### src/rtl/mod_exp_engine_pkg.sv
// ---------------------------------------------------------------------------
// rsa_pkg
// Shared definitions for the modular exponentiation engine and its
// bit-serial modular multiplier.
//   state_t       : top-level FSM encoding
//   DEFAULT_WIDTH : default operand width
//   clog2()       : ceiling log2, used to size iteration counters
// ---------------------------------------------------------------------------
package rsa_pkg;

  typedef enum logic [2:0] {
    IDLE,
    REDUCE,
    MUL,
    CHECK,
    SQR,
    FIN
  } state_t;

  localparam int DEFAULT_WIDTH = 16;

  function automatic int clog2(input int value);
    int res;
    res = 0;
    for (int i = 0; i < 31; i++) begin
      if ((1 << i) < value) res = i + 1;
    end
    return res;
  endfunction

endpackage

### src/rtl/mod_mul_seq.sv
// ---------------------------------------------------------------------------
// mod_mul_seq
// Bit-serial interleaved (Blakley) modular multiplier: p = a*b mod n.
// Scans a MSB first; each iteration doubles the partial product, adds b when
// the current bit of a is set, then subtracts n at most twice so the partial
// product stays below n.  Requires b < n and n >= 2; a may be any value.
// Fixed latency: start sampled in cycle s, done pulses in cycle s+WIDTH+1.
//
// Ports:
//   clk   in   rising-edge clock
//   rst   in   synchronous active-high reset (control state only)
//   start in   one-cycle request, honoured only while busy=0
//   a     in   WIDTH multiplier (scanned MSB first)
//   b     in   WIDTH multiplicand, must be < n
//   n     in   WIDTH modulus, must be >= 2
//   busy  out  high while iterating
//   done  out  one-cycle pulse, p valid in that cycle
//   p     out  WIDTH product mod n, held until the next start
// ---------------------------------------------------------------------------
module mod_mul_seq
  import rsa_pkg::*;
#(
  parameter int WIDTH = DEFAULT_WIDTH
) (
  input  logic             clk,
  input  logic             rst,
  input  logic             start,
  input  logic [WIDTH-1:0] a,
  input  logic [WIDTH-1:0] b,
  input  logic [WIDTH-1:0] n,
  output logic             busy,
  output logic             done,
  output logic [WIDTH-1:0] p
);

  // One issue cycle, WIDTH iterations, one capture cycle.
  localparam int MUL_CYC = WIDTH + 2;
  localparam int CNT_W   = clog2(MUL_CYC);
  // 2p + b < 3n < 2^(WIDTH+2), so two guard bits suffice.
  localparam int EXT_W   = WIDTH + 2;

  logic [WIDTH-1:0] r_a;
  logic [WIDTH-1:0] r_b;
  logic [WIDTH-1:0] r_n;
  logic [EXT_W-1:0] r_p;
  logic [CNT_W-1:0] r_cnt;
  logic             r_busy;
  logic             r_done;
  logic             w_load;

  // One Blakley iteration; input partial product is always < n.
  function automatic logic [EXT_W-1:0] blakley_step(
    input logic [EXT_W-1:0] acc,
    input logic             bit_i,
    input logic [WIDTH-1:0] addend,
    input logic [WIDTH-1:0] modn
  );
    logic [EXT_W-1:0] t;
    logic [EXT_W-1:0] nx;
    nx = {2'b00, modn};
    t  = {acc[EXT_W-2:0], 1'b0} + (bit_i ? {2'b00, addend} : '0);
    if (t >= nx) t = t - nx;
    if (t >= nx) t = t - nx;
    return t;
  endfunction

  assign w_load = start && !r_busy;

  always_ff @(posedge clk) begin
    if (rst) begin
      r_busy <= 1'b0;
      r_done <= 1'b0;
      r_cnt  <= '0;
    end else begin
      r_done <= 1'b0;
      if (w_load) begin
        r_busy <= 1'b1;
        r_cnt  <= CNT_W'(MUL_CYC - 2);
      end else if (r_busy) begin
        r_cnt <= r_cnt - CNT_W'(1);
        if (r_cnt == CNT_W'(1)) begin
          r_busy <= 1'b0;
          r_done <= 1'b1;
        end
      end
    end
  end

  always_ff @(posedge clk) begin
    if (w_load) begin
      r_a <= a;
      r_b <= b;
      r_n <= n;
      r_p <= '0;
    end else if (r_busy) begin
      r_p <= blakley_step(r_p, r_a[WIDTH-1], r_b, r_n);
      r_a <= {r_a[WIDTH-2:0], 1'b0};
    end
  end

  assign busy = r_busy;
  assign done = r_done;
  assign p    = r_p[WIDTH-1:0];

endmodule

### src/rtl/mod_exp_engine.sv
// ---------------------------------------------------------------------------
// mod_exp_engine
// Sequential modular exponentiation: result = base^exponent mod modulus,
// right-to-left binary square-and-multiply over mod_mul_seq.
//   REDUCE : b = base*1 mod n (issued directly from IDLE), acc = 1
//   MUL    : acc = acc*b mod n when the current exponent bit is set
//   CHECK  : exponent exhausted -> FIN, otherwise issue b = b*b mod n
//   SQR    : wait for the square
// Multiplies run back to back, each occupying WIDTH+2 cycles, so the
// start-to-done latency is (WIDTH+2)*(number of multiplies) + 1.
//
// Ports:
//   clk      in   rising-edge clock
//   rst      in   synchronous active-high reset, aborts any operation
//   start    in   one-cycle request, sampled only while idle
//   base     in   WIDTH base, any value
//   exponent in   WIDTH exponent
//   modulus  in   WIDTH modulus, >= 2 for a valid result
//   busy     out  high from the cycle after an accepted start until done
//   done     out  one-cycle pulse; result/error valid
//   result   out  WIDTH base^exponent mod modulus, held
//   error    out  modulus < 2 on the last operation, held with result
// ---------------------------------------------------------------------------
module mod_exp_engine
  import rsa_pkg::*;
#(
  parameter int WIDTH = DEFAULT_WIDTH
) (
  input  logic             clk,
  input  logic             rst,
  input  logic             start,
  input  logic [WIDTH-1:0] base,
  input  logic [WIDTH-1:0] exponent,
  input  logic [WIDTH-1:0] modulus,
  output logic             busy,
  output logic             done,
  output logic [WIDTH-1:0] result,
  output logic             error
);

  state_t           r_state;
  state_t           w_state_nxt;

  logic [WIDTH-1:0] r_e;
  logic [WIDTH-1:0] r_n;
  logic [WIDTH-1:0] r_b;
  logic [WIDTH-1:0] r_acc;
  logic [WIDTH-1:0] r_result;
  logic             r_error;
  logic             r_done;

  logic             w_accept;
  logic             w_finish;
  logic             w_err;
  logic             w_cap_b;
  logic             w_cap_acc;
  logic             w_e_shift;

  logic             w_mul_start;
  logic [WIDTH-1:0] w_mul_a;
  logic [WIDTH-1:0] w_mul_b;
  logic [WIDTH-1:0] w_mul_n;
  logic             w_mul_busy;
  logic             w_mul_done;
  logic [WIDTH-1:0] w_mul_p;

  mod_mul_seq #(
    .WIDTH(WIDTH)
  ) u_mul (
    .clk  (clk),
    .rst  (rst),
    .start(w_mul_start),
    .a    (w_mul_a),
    .b    (w_mul_b),
    .n    (w_mul_n),
    .busy (w_mul_busy),
    .done (w_mul_done),
    .p    (w_mul_p)
  );

  always_comb begin
    w_state_nxt = r_state;
    w_accept    = 1'b0;
    w_finish    = 1'b0;
    w_err       = 1'b0;
    w_cap_b     = 1'b0;
    w_cap_acc   = 1'b0;
    w_e_shift   = 1'b0;
    w_mul_start = 1'b0;
    w_mul_a     = r_b;
    w_mul_b     = r_b;
    w_mul_n     = r_n;

    case (r_state)
      IDLE: begin
        if (start) begin
          w_accept = 1'b1;
          if (modulus < WIDTH'(2)) begin
            w_err       = 1'b1;
            w_finish    = 1'b1;
            w_state_nxt = FIN;
          end else begin
            // Reduction is issued straight from the live inputs so the
            // first multiply starts in the accept cycle.
            w_mul_start = 1'b1;
            w_mul_a     = base;
            w_mul_b     = WIDTH'(1);
            w_mul_n     = modulus;
            w_state_nxt = REDUCE;
          end
        end
      end

      REDUCE, SQR: begin
        if (w_mul_done) begin
          w_cap_b = 1'b1;
          if (r_e[0]) begin
            w_state_nxt = MUL;
          end else begin
            w_e_shift   = 1'b1;
            w_state_nxt = CHECK;
          end
        end
      end

      MUL: begin
        w_mul_a = r_acc;
        // Issue in the first MUL cycle: the multiplier has just finished.
        if (!w_mul_busy && !w_mul_done) w_mul_start = 1'b1;
        if (w_mul_done) begin
          w_cap_acc   = 1'b1;
          w_e_shift   = 1'b1;
          w_state_nxt = CHECK;
        end
      end

      CHECK: begin
        if (r_e == '0) begin
          w_finish    = 1'b1;
          w_state_nxt = FIN;
        end else begin
          w_mul_start = 1'b1;
          w_state_nxt = SQR;
        end
      end

      FIN: w_state_nxt = IDLE;

      default: w_state_nxt = IDLE;
    endcase
  end

  always_ff @(posedge clk) begin
    if (rst) begin
      r_state  <= IDLE;
      r_done   <= 1'b0;
      r_result <= '0;
      r_error  <= 1'b0;
    end else begin
      r_state <= w_state_nxt;
      r_done  <= w_finish;
      if (w_finish) begin
        r_result <= w_err ? '0 : r_acc;
        r_error  <= w_err;
      end
    end
  end

  always_ff @(posedge clk) begin
    if (w_accept) begin
      r_e   <= exponent;
      r_n   <= modulus;
      r_b   <= base;
      r_acc <= WIDTH'(1);
    end else begin
      if (w_cap_b)   r_b   <= w_mul_p;
      if (w_cap_acc) r_acc <= w_mul_p;
      if (w_e_shift) r_e   <= r_e >> 1;
    end
  end

  assign busy   = (r_state != IDLE) && (r_state != FIN);
  assign done   = r_done;
  assign result = r_result;
  assign error  = r_error;

endmodule
### config.mk
export PLATFORM = sky130hd
export DESIGN_NAME = mod_exp_engine
export DESIGN_NICKNAME = d
export VERILOG_FILES = /design/src/rtl/mod_exp_engine_pkg.sv /design/src/rtl/mod_mul_seq.sv /design/src/rtl/mod_exp_engine.sv
export SDC_FILE = /design/constraint.sdc
export NUM_CORES = 1
export LEC_CHECK = 0
export ABC_AREA = 1
export ABC_CLOCK_PERIOD_IN_PS = 6850
export CORE_MARGIN = 1
export CORE_UTILIZATION = 46
export CTS_CLUSTER_SIZE = 40
export DETAILED_ROUTE_END_ITERATION = 8
export MAX_ROUTING_LAYER = met4
export PLACE_DENSITY = 0.77
export SLEW_MARGIN = 20
export SYNTH_ARGS = -nofsm -noshare
export SYNTH_HDL_FRONTEND = slang
export SYNTH_SLANG_ARGS = --single-unit
### constraint.sdc
create_clock -name clk -period 6.85 [get_ports clk]
set_input_delay 1.37 -clock clk [delete_from_list [all_inputs] [get_ports clk]]
set_output_delay 1.37 -clock clk [all_outputs]
set_load 0.05 [all_outputs]
==> run summary <==
When the netlist entered floorplanning its net count stood at roughly 1300. On the final layout, the worst hold slack is 461.4 ps. The worst hold path terminates at result[4]$_SDFFE_PP0P_. The clock-pin transition on the worst setup and hold timing paths came out at about 70 ps. Of all nets on the critical path, the largest fanout is 34.

The number of vias in the routed layout is 7974. The fraction of the yosys area taken by sequential cells came out at a little over two fifths. The number of setup violations in the final report is 0.

Setup repair after global routing left no endpoint under its margin. The min-delay analysis places its worst path in the category reg -> reg. The category of cells accounting for the largest share of critical-path delay is simple AND/OR/NAND/NOR gates.

The overall die area is 20980 um2. The worst clock skew came out at 8.512 ps. The headroom to the max-slew limit came out at 33.40%.

The residual antenna-violating net count after detailed routing came out at 0. The routed length per placed instance came out at 14.53 um. The number of levels in the clock H-tree is 4. The actual slew at the worst max-slew pin is about 1000 ps. The leftover overflow at the end of global routing is 0. The most used flip-flop cell after synthesis is edfxtp_1. The floorplan die width is 144.8 um. The area inside the core boundary is 19720 um2.

Of the cells placed in the final design, the portion with a size suffix greater than 1 is 4.882%. The library cell appearing most often on the critical path is nand2_1. At the worst endpoint, the required time is 7130 ps. The flow ran to the end, and the final reports show no timing, DRC or antenna violations. From synthesis to final layout, the design area changed by 15.94%. The slack of the worst reg-to-reg path came out at 630 ps. The critical path arrival came out at 6500 ps. The initial core utilization came out at 47.60%. The mean instance size in the synthesized netlist came out at 7.816 um2. The cell count after synthesis came out at 1201. The via count of the first global-routing pass is 7668. For this run, the number of Yosys warnings is 0.

Before antenna repair, the detailed router went through 8 iterations. The number of buffers created by CTS came out at 17. TritonCTS built the clock tree. The number of max-cap violations came out at 0. STA classifies the critical path endpoint as a register. The delay of the slowest cell on the worst path came out at about 600 ps. The cell area after synthesis came out at 9387 um2. The synthesized design contains between 90 and 100 enable-type register cells. For the finished layout, the period the worst path requires is a little over 6000 ps. The number of buffers added on ports is just under 70.

After layout, the worst path uses 90.75% of the clock period. The clock latency on the worst-skew pair is 430 ps. By area the synthesized netlist is led by edfxtp_1 31%, nand2_1 15%, dfxtp_1 13%. In this run the critical register-to-register path is launched from u_mul.r_a[15]$_DFFE_PP_. The count of filler cells inserted in the layout came out at roughly 1800. Global routing used 23.34% of the available tracks across all layers. The maximum buffer depth of the clock tree came out at 2. The number of nets at the end of the flow is 1360. The hold violation count in the final report is 0.

After legalization and detailed placement, the total HPWL measured 16.57 mm. The flop and latch count out of synthesis came out at around 160. The cell taking the most area after synthesis is edfxtp_1. The global-route wire length before repair came out at 36.57 mm.

The number of buffer and inverter instances along the worst setup path is 2. The vias per cell is roughly 5.2. Leaving out fill and tap cells, the most frequent cell in the layout is nand2_1. The number of cells traversed by the worst register-to-register path came out at 32. The endpoint of the lowest-slack register-to-register path is u_mul.r_p[16]$_SDFFE_PP0P_.

The area of placed instances came out at 10280 um2. The violation count after the first detailed-route iteration came out at 564. The maximum operating frequency came out at 160.9 MHz. Clock tree synthesis selected as its root buffer the cell clkbuf_16.

The largest net degree at the start of global routing came out at 50. The critical-path cell with the highest stage delay is edfxtp_1. The post-CTS setup buffer count came out at 0. The post-synthesis async set-or-reset flop share is 0%. The initial antenna violation count came out at 0. The finished cells cover 10880 um2. The least setup slack across all paths after layout came out at 633.4 ps. The final-layout setup total negative slack came out at 0 ps.

The hold path depth is 2. The cell row count came out at between 50 and 60. The total DRC errors in the routed layout is 0. Prior to clock tree synthesis, the placed netlist has a worst setup slack of 634.9 ps. The routed design has 22.31 mm of wire. The critical path is of the reg -> reg type. The number of sinks on the clock net is 157. The number of primary I/O pins came out at 70. The vertical extent of the die came out at roughly 140 um.

In this run the most critical hold path is launched from result[4]$_SDFFE_PP0P_. In this run, distinct cell masters in the synthesized netlist total 48. The library cells used most frequently in the layout, excluding fill and tap cells, are 382 x nand2_1, 146 x inv_1, 96 x edfxtp_1. The area fraction of the dominant cell type after synthesis came out at 30.71%. The placer's final routability congestion estimate came out at between 0.9 and 1. The total count of max-transition violations in the final report came out at 0.

The worst setup path is launched from a register.
-- synthesized netlist by cell type, drive strengths merged, types with 3 or more instances --
library cell and number:
nand2 388, inv 151, o21ai 98, edfxtp 96
a21oi 80, nor2 74, dfxtp 61, ha 49
nand3 48, xnor2 22, xor2 22, clkbuf 19
buf 18, a22oi 15, a31oi 10, nor4 8
nand4 7, nor3 7, a21o 6, o21bai 4
fa 3, nand3b 3
-- repair_timing --
action / 4_1_cts / 5_1_grt
hold buffers: 0 / 0
hold endpoints to repair: 0 / 0
resized for setup: 0 / 1
setup endpoints to repair: 0 / 17
-- registers in the layout, summed over array words and instances (netlist names), 3 cells and up --
name,cells
u_mul.r_a,16
r_b,16
r_state,3
result,16
u_mul.r_p,17
u_mul.r_cnt,5
u_mul.r_b,16
u_mul.r_n,16
r_e,16
r_acc,16
r_n,16
-- layer usage --
| layer | routed length (um) | global-route usage [%] | vias to the layer above |
|---|---|---|---|
| li1 | - | - | 4064 |
| met1 | 10060 | 28.37 | 3662 |
| met2 | 10760 | 38.51 | 200 |
| met3 | 889 | 3.883 | 48 |
| met4 | 608 | 9.640 | 0 |
| met5 | 0 | - | - |
-- how the worst max path moves through the flow --
stage | startpoint | end | cells after the start
after floorplan | u_mul.r_a[15]$_DFFE_PP_ | u_mul.r_p[8]$_SDFFE_PP0P_ | 39
after global placement | u_mul.r_a[15]$_DFFE_PP_ | u_mul.r_p[15]$_SDFFE_PP0P_ | 37
after detailed placement | u_mul.r_a[15]$_DFFE_PP_ | u_mul.r_p[2]$_SDFFE_PP0P_ | 37
after CTS | u_mul.r_a[15]$_DFFE_PP_ | u_mul.r_p[8]$_SDFFE_PP0P_ | 37
after global routing | u_mul.r_a[15]$_DFFE_PP_ | u_mul.r_p[2]$_SDFFE_PP0P_ | 33
final | u_mul.r_a[15]$_DFFE_PP_ | u_mul.r_p[16]$_SDFFE_PP0P_ | 32
-- kinds of logic (layout without fill, tap and decap cells) --
group                      count (synthesis)  count (layout)  share of synthesized area, %
DFF                                      157             157                         43.72
xor gates and xnor gates                  44              44                         4.105
adders and majority gates                 52              52                         7.171
AOI/OAI and AO/OA                        221             221                         13.01
buffers and inverters                    189             258                         8.091
and+or+nand+nor                          538             538                         23.90
other                                      0               1                             0
-- through the flow --
stage	util, %	instances
after floorplan	-	1201
after global placement	52.12	1503
after detailed placement	52.12	1503
after CTS	55.16	1535
after global routing	55.18	1535
final	55.19	1536
-- layout make-up --
type	count	area, um2	area share (%)
sequential	157	4104	37.71
timing repair buffer	74	740.7	6.806
clock inverter	14	148.9	1.368
multi-input combinational	855	4532	41.64
antenna	1	2.502	0.02299
tap	265	331.6	3.047
inverter	152	573.1	5.266
clock buffer	18	450.4	4.139
-- worst register-to-register path, delay by kind of cell (launching register included) --
family | cells | cell delay [ps]
buffers and inverters | 2 | 130
XOR/XNOR | 1 | 250
flip-flops | 1 | 600
AND/OR/NAND/NOR | 15 | 1990
AO/OA/AOI/OAI | 10 | 1830
adder cells (fa/ha/maj) | 4 | 1280
Power is not shown: default switching activity piles up to over one toggle a cycle in this logic, so the estimate is an artifact.
